## config.mk

```make
export PLATFORM = sky130hd
export DESIGN_NAME = eth_burst_seq_flat
export DESIGN_NICKNAME = d
export VERILOG_FILES = /design/src/rtl/eth_burst_seq_if.sv /design/src/rtl/eth_burst_seq.sv /design/src/flat_wrapper.sv
export SDC_FILE = /design/constraint.sdc
export NUM_CORES = 1
export LEC_CHECK = 0
export BUFFER_PORTS_ARGS = -buffer_cell sky130_fd_sc_hd__buf_2
export CORE_UTILIZATION = 40
export DETAILED_ROUTE_END_ITERATION = 8
export GPL_ROUTABILITY_DRIVEN = 0
export PLACE_DENSITY = 0.68
export SLEW_MARGIN = 20
export SYNTH_ARGS = -nofsm -noshare
export SYNTH_HDL_FRONTEND = slang
export SYNTH_SLANG_ARGS = --single-unit
export TNS_END_PERCENT = 1
```

## constraint.sdc

```tcl
create_clock -name clk -period 2.5 [get_ports clk]
set_clock_uncertainty 0.15 [all_clocks]
set_input_delay 0.25 -clock clk [delete_from_list [all_inputs] [get_ports clk]]
set_output_delay 0.25 -clock clk [all_outputs]
set_load 0.01 [all_outputs]
```

## src/rtl/eth_burst_seq_if.sv

```systemverilog
// Burst sequencer bus: requester start/done, burst parameters, FIFO-fill and MAC-transmit handshakes.
// master = requester/environment side, slave = eth_burst_seq.
interface eth_burst_seq_if #(
   parameter int unsigned CNT_W = 8,
   parameter int unsigned GAP_W = 8
);
   localparam int unsigned LEN_W = 16;

   logic             fs;
   logic             fd;
   logic [CNT_W-1:0] pkt_num;
   logic [LEN_W-1:0] tx_dlen;
   logic [GAP_W-1:0] gap_len;
   logic             fs_fifo;
   logic             fd_fifo;
   logic             fs_eth;
   logic             fd_eth;
   logic [LEN_W-1:0] udp_tx_dlen;
   logic [LEN_W-1:0] ip_tx_dlen;
   logic [CNT_W-1:0] pkt_idx;
   logic             busy;

   modport master (
      output fs, pkt_num, tx_dlen, gap_len, fd_fifo, fd_eth,
      input  fd, fs_fifo, fs_eth, udp_tx_dlen, ip_tx_dlen, pkt_idx, busy
   );

   modport slave (
      input  fs, pkt_num, tx_dlen, gap_len, fd_fifo, fd_eth,
      output fd, fs_fifo, fs_eth, udp_tx_dlen, ip_tx_dlen, pkt_idx, busy
   );
endinterface

```

## src/rtl/eth_burst_seq.sv

```systemverilog
// Ethernet burst sequencer: fills the payload FIFO, then sends pkt_num UDP frames separated by gap_len idle cycles.
// Optional macro BURST_SEQ_REFILL_EN: when defined, the payload FIFO is refilled before every packet.
module eth_burst_seq #(
   parameter int unsigned CNT_W = 8,
   parameter int unsigned GAP_W = 8
) (
   input  logic           clk,
   input  logic           rst,
   eth_burst_seq_if.slave bus
);
   localparam int unsigned LEN_W   = 16;
   localparam int unsigned UDP_HDR = 8;
   localparam int unsigned IP_HDR  = 28;

   typedef enum logic [2:0] {
      S_IDLE,
      S_LOAD,
      S_FIFO,
      S_SEND,
      S_GAP,
      S_DONE
   } state_t;

`ifdef BURST_SEQ_REFILL_EN
   localparam state_t GAP_EXIT = S_FIFO;
`else
   localparam state_t GAP_EXIT = S_SEND;
`endif

   state_t state_q, state_nx;

   logic [CNT_W-1:0] pkt_num_q;
   logic [LEN_W-1:0] tx_dlen_q;
   logic [GAP_W-1:0] gap_len_q;
   logic [GAP_W-1:0] gap_cnt_q;

   logic             fd_q;
   logic             fs_fifo_q;
   logic             fs_eth_q;
   logic             busy_q;
   logic [CNT_W-1:0] pkt_idx_q;
   logic [LEN_W-1:0] udp_len_q;
   logic [LEN_W-1:0] ip_len_q;

   logic latch_en;
   logic load_en;
   logic gap_start;
   logic idx_inc;
   logic last_pkt_c;
   logic gap_done_c;

   // pkt_num_q is non-zero whenever SEND is reached, so the subtraction never wraps there
   assign last_pkt_c = (pkt_idx_q == CNT_W'(pkt_num_q - CNT_W'(1)));
   assign gap_done_c = (gap_cnt_q <= GAP_W'(1));

   // State register
   always_ff @(posedge clk or posedge rst) begin
      if (rst) begin
         state_q <= S_IDLE;
      end else begin
         state_q <= state_nx;
      end
   end

   // Next-state and datapath strobes
   always_comb begin
      state_nx  = state_q;
      latch_en  = 1'b0;
      load_en   = 1'b0;
      gap_start = 1'b0;
      idx_inc   = 1'b0;
      case (state_q)
         S_IDLE: begin
            if (bus.fs) begin
               latch_en = 1'b1;
               state_nx = S_LOAD;
            end
         end
         S_LOAD: begin
            load_en  = 1'b1;
            state_nx = (pkt_num_q == '0) ? S_DONE : S_FIFO;
         end
         S_FIFO: begin
            if (bus.fd_fifo) begin
               state_nx = S_SEND;
            end
         end
         S_SEND: begin
            if (bus.fd_eth) begin
               if (last_pkt_c) begin
                  state_nx = S_DONE;
               end else begin
                  gap_start = 1'b1;
                  state_nx  = S_GAP;
               end
            end
         end
         S_GAP: begin
            if (gap_done_c) begin
               idx_inc  = 1'b1;
               state_nx = GAP_EXIT;
            end
         end
         S_DONE: begin
            if (!bus.fs) begin
               state_nx = S_IDLE;
            end
         end
         default: begin
            state_nx = S_IDLE;
         end
      endcase
   end

   // Burst parameters captured at start so later input changes cannot disturb the burst
   always_ff @(posedge clk or posedge rst) begin
      if (rst) begin
         pkt_num_q <= '0;
         tx_dlen_q <= '0;
         gap_len_q <= '0;
      end else if (latch_en) begin
         pkt_num_q <= bus.pkt_num;
         tx_dlen_q <= bus.tx_dlen;
         gap_len_q <= bus.gap_len;
      end
   end

   // Inter-packet gap down-counter; a zero gap still idles fs_eth for one cycle
   always_ff @(posedge clk or posedge rst) begin
      if (rst) begin
         gap_cnt_q <= '0;
      end else if (gap_start) begin
         gap_cnt_q <= (gap_len_q == '0) ? GAP_W'(1) : gap_len_q;
      end else if ((state_q == S_GAP) && !gap_done_c) begin
         gap_cnt_q <= gap_cnt_q - GAP_W'(1);
      end
   end

   // Registered outputs decoded from the next state, so each equals its state decode glitch-free
   always_ff @(posedge clk or posedge rst) begin
      if (rst) begin
         fd_q      <= 1'b0;
         fs_fifo_q <= 1'b0;
         fs_eth_q  <= 1'b0;
         busy_q    <= 1'b0;
      end else begin
         fd_q      <= (state_nx == S_DONE);
         fs_fifo_q <= (state_nx == S_FIFO);
         fs_eth_q  <= (state_nx == S_SEND);
         busy_q    <= (state_nx != S_IDLE);
      end
   end

   // Header length fields wrap modulo 2^16
   always_ff @(posedge clk or posedge rst) begin
      if (rst) begin
         udp_len_q <= '0;
         ip_len_q  <= '0;
      end else if (load_en) begin
         udp_len_q <= tx_dlen_q + LEN_W'(UDP_HDR);
         ip_len_q  <= tx_dlen_q + LEN_W'(IP_HDR);
      end
   end

   // Packet index; peaks at pkt_num-1 so it never overflows CNT_W
   always_ff @(posedge clk or posedge rst) begin
      if (rst) begin
         pkt_idx_q <= '0;
      end else if (load_en) begin
         pkt_idx_q <= '0;
      end else if (idx_inc) begin
         pkt_idx_q <= pkt_idx_q + CNT_W'(1);
      end
   end

   assign bus.fd          = fd_q;
   assign bus.fs_fifo     = fs_fifo_q;
   assign bus.fs_eth      = fs_eth_q;
   assign bus.busy        = busy_q;
   assign bus.pkt_idx     = pkt_idx_q;
   assign bus.udp_tx_dlen = udp_len_q;
   assign bus.ip_tx_dlen  = ip_len_q;

endmodule

```

## src/flat_wrapper.sv

```systemverilog
// flat-port wrapper written by rule: the top's interface ports become plain ports
module eth_burst_seq_flat 
#(
   parameter int unsigned CNT_W = 8,
   parameter int unsigned GAP_W = 8
)
  (clk, rst, bus_fs, bus_pkt_num, bus_tx_dlen, bus_gap_len, bus_fd_fifo, bus_fd_eth, bus_fd, bus_fs_fifo, bus_fs_eth, bus_udp_tx_dlen, bus_ip_tx_dlen, bus_pkt_idx, bus_busy);
  eth_burst_seq_if #(.CNT_W(CNT_W), .GAP_W(GAP_W)) bus_i ();
  input  logic clk;
  input  logic rst;
  input wire logic [$bits(bus_i.fs)-1:0] bus_fs;
  input wire logic [$bits(bus_i.pkt_num)-1:0] bus_pkt_num;
  input wire logic [$bits(bus_i.tx_dlen)-1:0] bus_tx_dlen;
  input wire logic [$bits(bus_i.gap_len)-1:0] bus_gap_len;
  input wire logic [$bits(bus_i.fd_fifo)-1:0] bus_fd_fifo;
  input wire logic [$bits(bus_i.fd_eth)-1:0] bus_fd_eth;
  output wire logic [$bits(bus_i.fd)-1:0] bus_fd;
  output wire logic [$bits(bus_i.fs_fifo)-1:0] bus_fs_fifo;
  output wire logic [$bits(bus_i.fs_eth)-1:0] bus_fs_eth;
  output wire logic [$bits(bus_i.udp_tx_dlen)-1:0] bus_udp_tx_dlen;
  output wire logic [$bits(bus_i.ip_tx_dlen)-1:0] bus_ip_tx_dlen;
  output wire logic [$bits(bus_i.pkt_idx)-1:0] bus_pkt_idx;
  output wire logic [$bits(bus_i.busy)-1:0] bus_busy;
  assign bus_i.fs = bus_fs;
  assign bus_i.pkt_num = bus_pkt_num;
  assign bus_i.tx_dlen = bus_tx_dlen;
  assign bus_i.gap_len = bus_gap_len;
  assign bus_i.fd_fifo = bus_fd_fifo;
  assign bus_i.fd_eth = bus_fd_eth;
  assign bus_fd = bus_i.fd;
  assign bus_fs_fifo = bus_i.fs_fifo;
  assign bus_fs_eth = bus_i.fs_eth;
  assign bus_udp_tx_dlen = bus_i.udp_tx_dlen;
  assign bus_ip_tx_dlen = bus_i.ip_tx_dlen;
  assign bus_pkt_idx = bus_i.pkt_idx;
  assign bus_busy = bus_i.busy;
  eth_burst_seq #(.CNT_W(CNT_W), .GAP_W(GAP_W)) u_core (.clk(clk), .rst(rst), .bus(bus_i));
endmodule
```

==> flow_metrics.py <==
metrics = {
    "run_status": {
        "status": "finished, final reports clean",
    },
    "timing": {
        "fmax_ghz": 0.426,
        "fin_crit_ns": 2.35,
        "maxSlewViolCount": 0,
        "timing.hold.ws_ns": 0.0229,
        "setup_ws_ns": 0.152,
        "setup_viol": 0,
        "relSlewSlack": 0.573,
        "finalHoldViolations": 0,
        "fin_crit_sh": 0.939,
        "worstMarginPinSlew_ns": 0.639,
    },
    "floorplan": {
        "start_util": 0.415,
        "die_x_um": 106,
        "dieArea_um2": 11200,
        "io_pins": 81,
        "core_area_um2": 10400,
        "rows": 37,
        "fp.dieH_um": 106,
    },
    "synth": {
        "yosys.cell_types.count": 53,
        "seq_area_frac_synth": 0.492,
        "synth_warnings": 0,
        "synth_area_um2": 4320,
        "syn-num-nets": 464,
        "ys.flop_type": "dfrtp_1",
        "async_flop_share": 1.00,
        "yosysTopAreaCellShare": 0.492,
        "synth_edf_count": 0,
        "synth_cells": 418,
        "synth.avg_cell_area_um2": 10.3,
        "synth_top_area_cell": "dfrtp_1",
        "netlist_top_cells_area": "dfrtp_1 (49%), mux2_2 (7.0%), nand2_1 (5.0%), xnor2_1 (4.9%), o21ai_0 (3.8%)",
        "ys_ff_latch": 85,
    },
    "clock_network": {
        "cts_htree_levels": 3,
        "clk_pin_slew_ns": 0.08,
        "clk_path_buf_depth": 2,
        "cts_resized": 0,
        "numCtsBuffers": 9,
        "cts.sinks": 85,
        "cts_tree": "yes",
        "clockRootBuffer": "clkbuf_8",
        "clk_latency_ns": 0.36,
    },
    "cells_and_area": {
        "finalNetCount": 576,
        "fillerInstances": 967,
        "final_common_cell": "dfrtp_1",
        "area_growth_syn_to_layout_pct": 25.1,
        "drive_above_1_share": 0.286,
        "mostFrequentLayoutCells": "dfrtp_1 (85), buf_2 (80), nand2_1 (57)",
        "antenna_cells": 0,
    },
    "detailed_routing": {
        "route.detailed.vias_per_inst": 4.96,
        "wire_per_inst_um": 13.7,
        "wl_mm": 9.21,
        "ant_nets": 0,
        "first_pass_iters": 4,
        "drc": 0,
        "dr_total_vias": 3329,
        "drt_iter0_markers": 111,
    },
    "grt": {
        "track_usage": 0.181,
        "grt_max_degree": 56,
        "grt_overflow": 0,
        "first_global_vias": 3425,
        "grt_pass1_wl_mm": 16.2,
        "grt_antenna_before_repair": 0,
    },
    "placed_design": {
        "io_buffers": 80,
        "hpwlAfterDp_mm": 6.76,
        "place_ws_ns": 0.119,
    },
    "setup_path": {
        "worstPathMaxFanout": 5,
        "start_kind": "flop",
        "cp_top_family": "compound AO/OA/AOI/OAI gates",
        "cp.arrival_ns": 2.44,
        "setup.worst_path.class": "flop to flop",
        "max_stage_delay_ns": 0.44,
        "cp_slowest_cell": "dfrtp_1",
        "cp_num_buf_inv": 1,
        "crit_chain": "inv_1 > ha_1 > and2_1 > o21a_1 > o31ai_2 > a31oi_4 > mux2_4",
        "required_ns": 2.59,
        "end_kind": "flop",
    },
    "worst_hold_path": {
        "hold_path_class": "input port to flop",
    },
    "run": {
        "maxCapViolations": 0,
    },
    "pwr": {
        "power_uw": 6100,
        "pwr_density_cell_nw_per_um2": 1130,
        "p_leak_uw": 0.00243,
        "peakVddDrop_mv": 0.641,
    },
}
[final timing paths]
path                                            startpoint                                     to  depth (start not counted)  slack [ns]
max                        u_core.pkt_num_q[0]$_DFFE_PP0P_        u_core.gap_cnt_q[4]$_DFFE_PP0P_                          7        0.15
min                                         bus_pkt_num[1]        u_core.pkt_num_q[1]$_DFFE_PP0P_                          3        0.02
max reg2reg                u_core.pkt_num_q[0]$_DFFE_PP0P_        u_core.gap_cnt_q[4]$_DFFE_PP0P_                          7        0.15
min reg2reg                u_core.tx_dlen_q[0]$_DFFE_PP0P_   u_core.bus.ip_tx_dlen[0]$_DFFE_PP0P_                          2        0.32
max in group asynchronous                              rst        u_core.gap_len_q[1]$_DFFE_PP0P_                          4        1.23
min in group asynchronous                              rst  u_core.bus.ip_tx_dlen[14]$_DFFE_PP0P_                          3        0.33
[layer usage]
metal | global-route usage | wire length (µm) | share of wire | vias up
met2 | 0.310 | 4630 | 0.50 | 66
met4 | 0.0645 | 90 | 0.0098 | 0
met3 | 0.0368 | 339 | 0.037 | 9
met5 | 0 | 0 | 0 | -
met1 | 0.227 | 4160 | 0.45 | 1593
li1 | - | - | - | 1661
[cell usage after synthesis (6+ instances only)]
library cell,instances
a21oi_1,9
clkbuf_1,14
dfrtp_1,85
ha_1,9
inv_1,11
mux2_2,27
mux2i_1,7
nand2_1,57
nand2b_1,6
nand3_1,8
nand4_1,9
nor2_1,33
nor3_1,8
o21ai_0,33
xnor2_1,24
xor2_1,15
[stage by stage]
step	util	instances	TNS, ns	instance area (µm²)
finish	0.519	671	0	5410
floorplan	-	418	0	4330
CTS	0.517	669	0	5390
detailed placement	0.468	621	0	4880
global placement	0.468	621	0	4880
global route	0.519	671	-0.00877	5410
[worst min-delay path, stage by stage]
cell and delay, ns:
buf_2 0.08, nand2_1 0.05, o21ai_0 0.10
[repair_timing]
| item | CTS | global route |
|---|---|---|
| hold buffers | 32 | 0 |
| setup buffers | 0 | 2 |
| endpoints found under the setup margin | 0 | 3 |
| endpoints found under the hold margin | 51 | 0 |
[where the power goes]
group / internal (µW) / switching (µW) / total, µW / leakage, µW
Sequential: 1990 / 604 / 2590 / 0.00105
Clock: 405 / 532 / 937 / 0.0000954
Combinational: 1240 / 1320 / 2570 / 0.00128
[cell families (layout without fill, tap and decap cells)]
logic type | after synthesis | after routing | share of synthesized area
AO/OA/AOI/OAI | 61 | 61 | 0.0921
XOR/XNOR | 39 | 39 | 0.0790
adder cells (fa/ha/maj) | 9 | 9 | 0.0261
buffers and inverters | 32 | 149 | 0.0321
flip-flops | 85 | 85 | 0.492
multiplexers | 37 | 37 | 0.0970
AND/OR/NAND/NOR | 155 | 155 | 0.182
[layout make-up]
type	instances	area, µm²	area share
Sequential cell	85	2130	0.394
Clock buffer	10	138	0.0255
Multi-Input combinational cell	301	2060	0.382
Timing Repair Buffer	122	808	0.150
Tap cell	136	170	0.0315
Clock inverter	6	53.8	0.00995
Inverter	11	45.0	0.00833
[state kept, by name, indices dropped and copies added, names as in the netlist]
signal,flops
u_core.pkt_num_q,8
u_core.bus.pkt_idx,8
u_core.state_q,3
u_core.bus.udp_tx_dlen,14
u_core.bus.busy,1
u_core.bus.fs_eth,1
u_core.bus.fs_fifo,1
u_core.bus.ip_tx_dlen,16
u_core.tx_dlen_q,16
u_core.bus.fd,1
u_core.gap_cnt_q,8
u_core.gap_len_q,8
No activity file was read; power rests on OpenSTA's default activity.
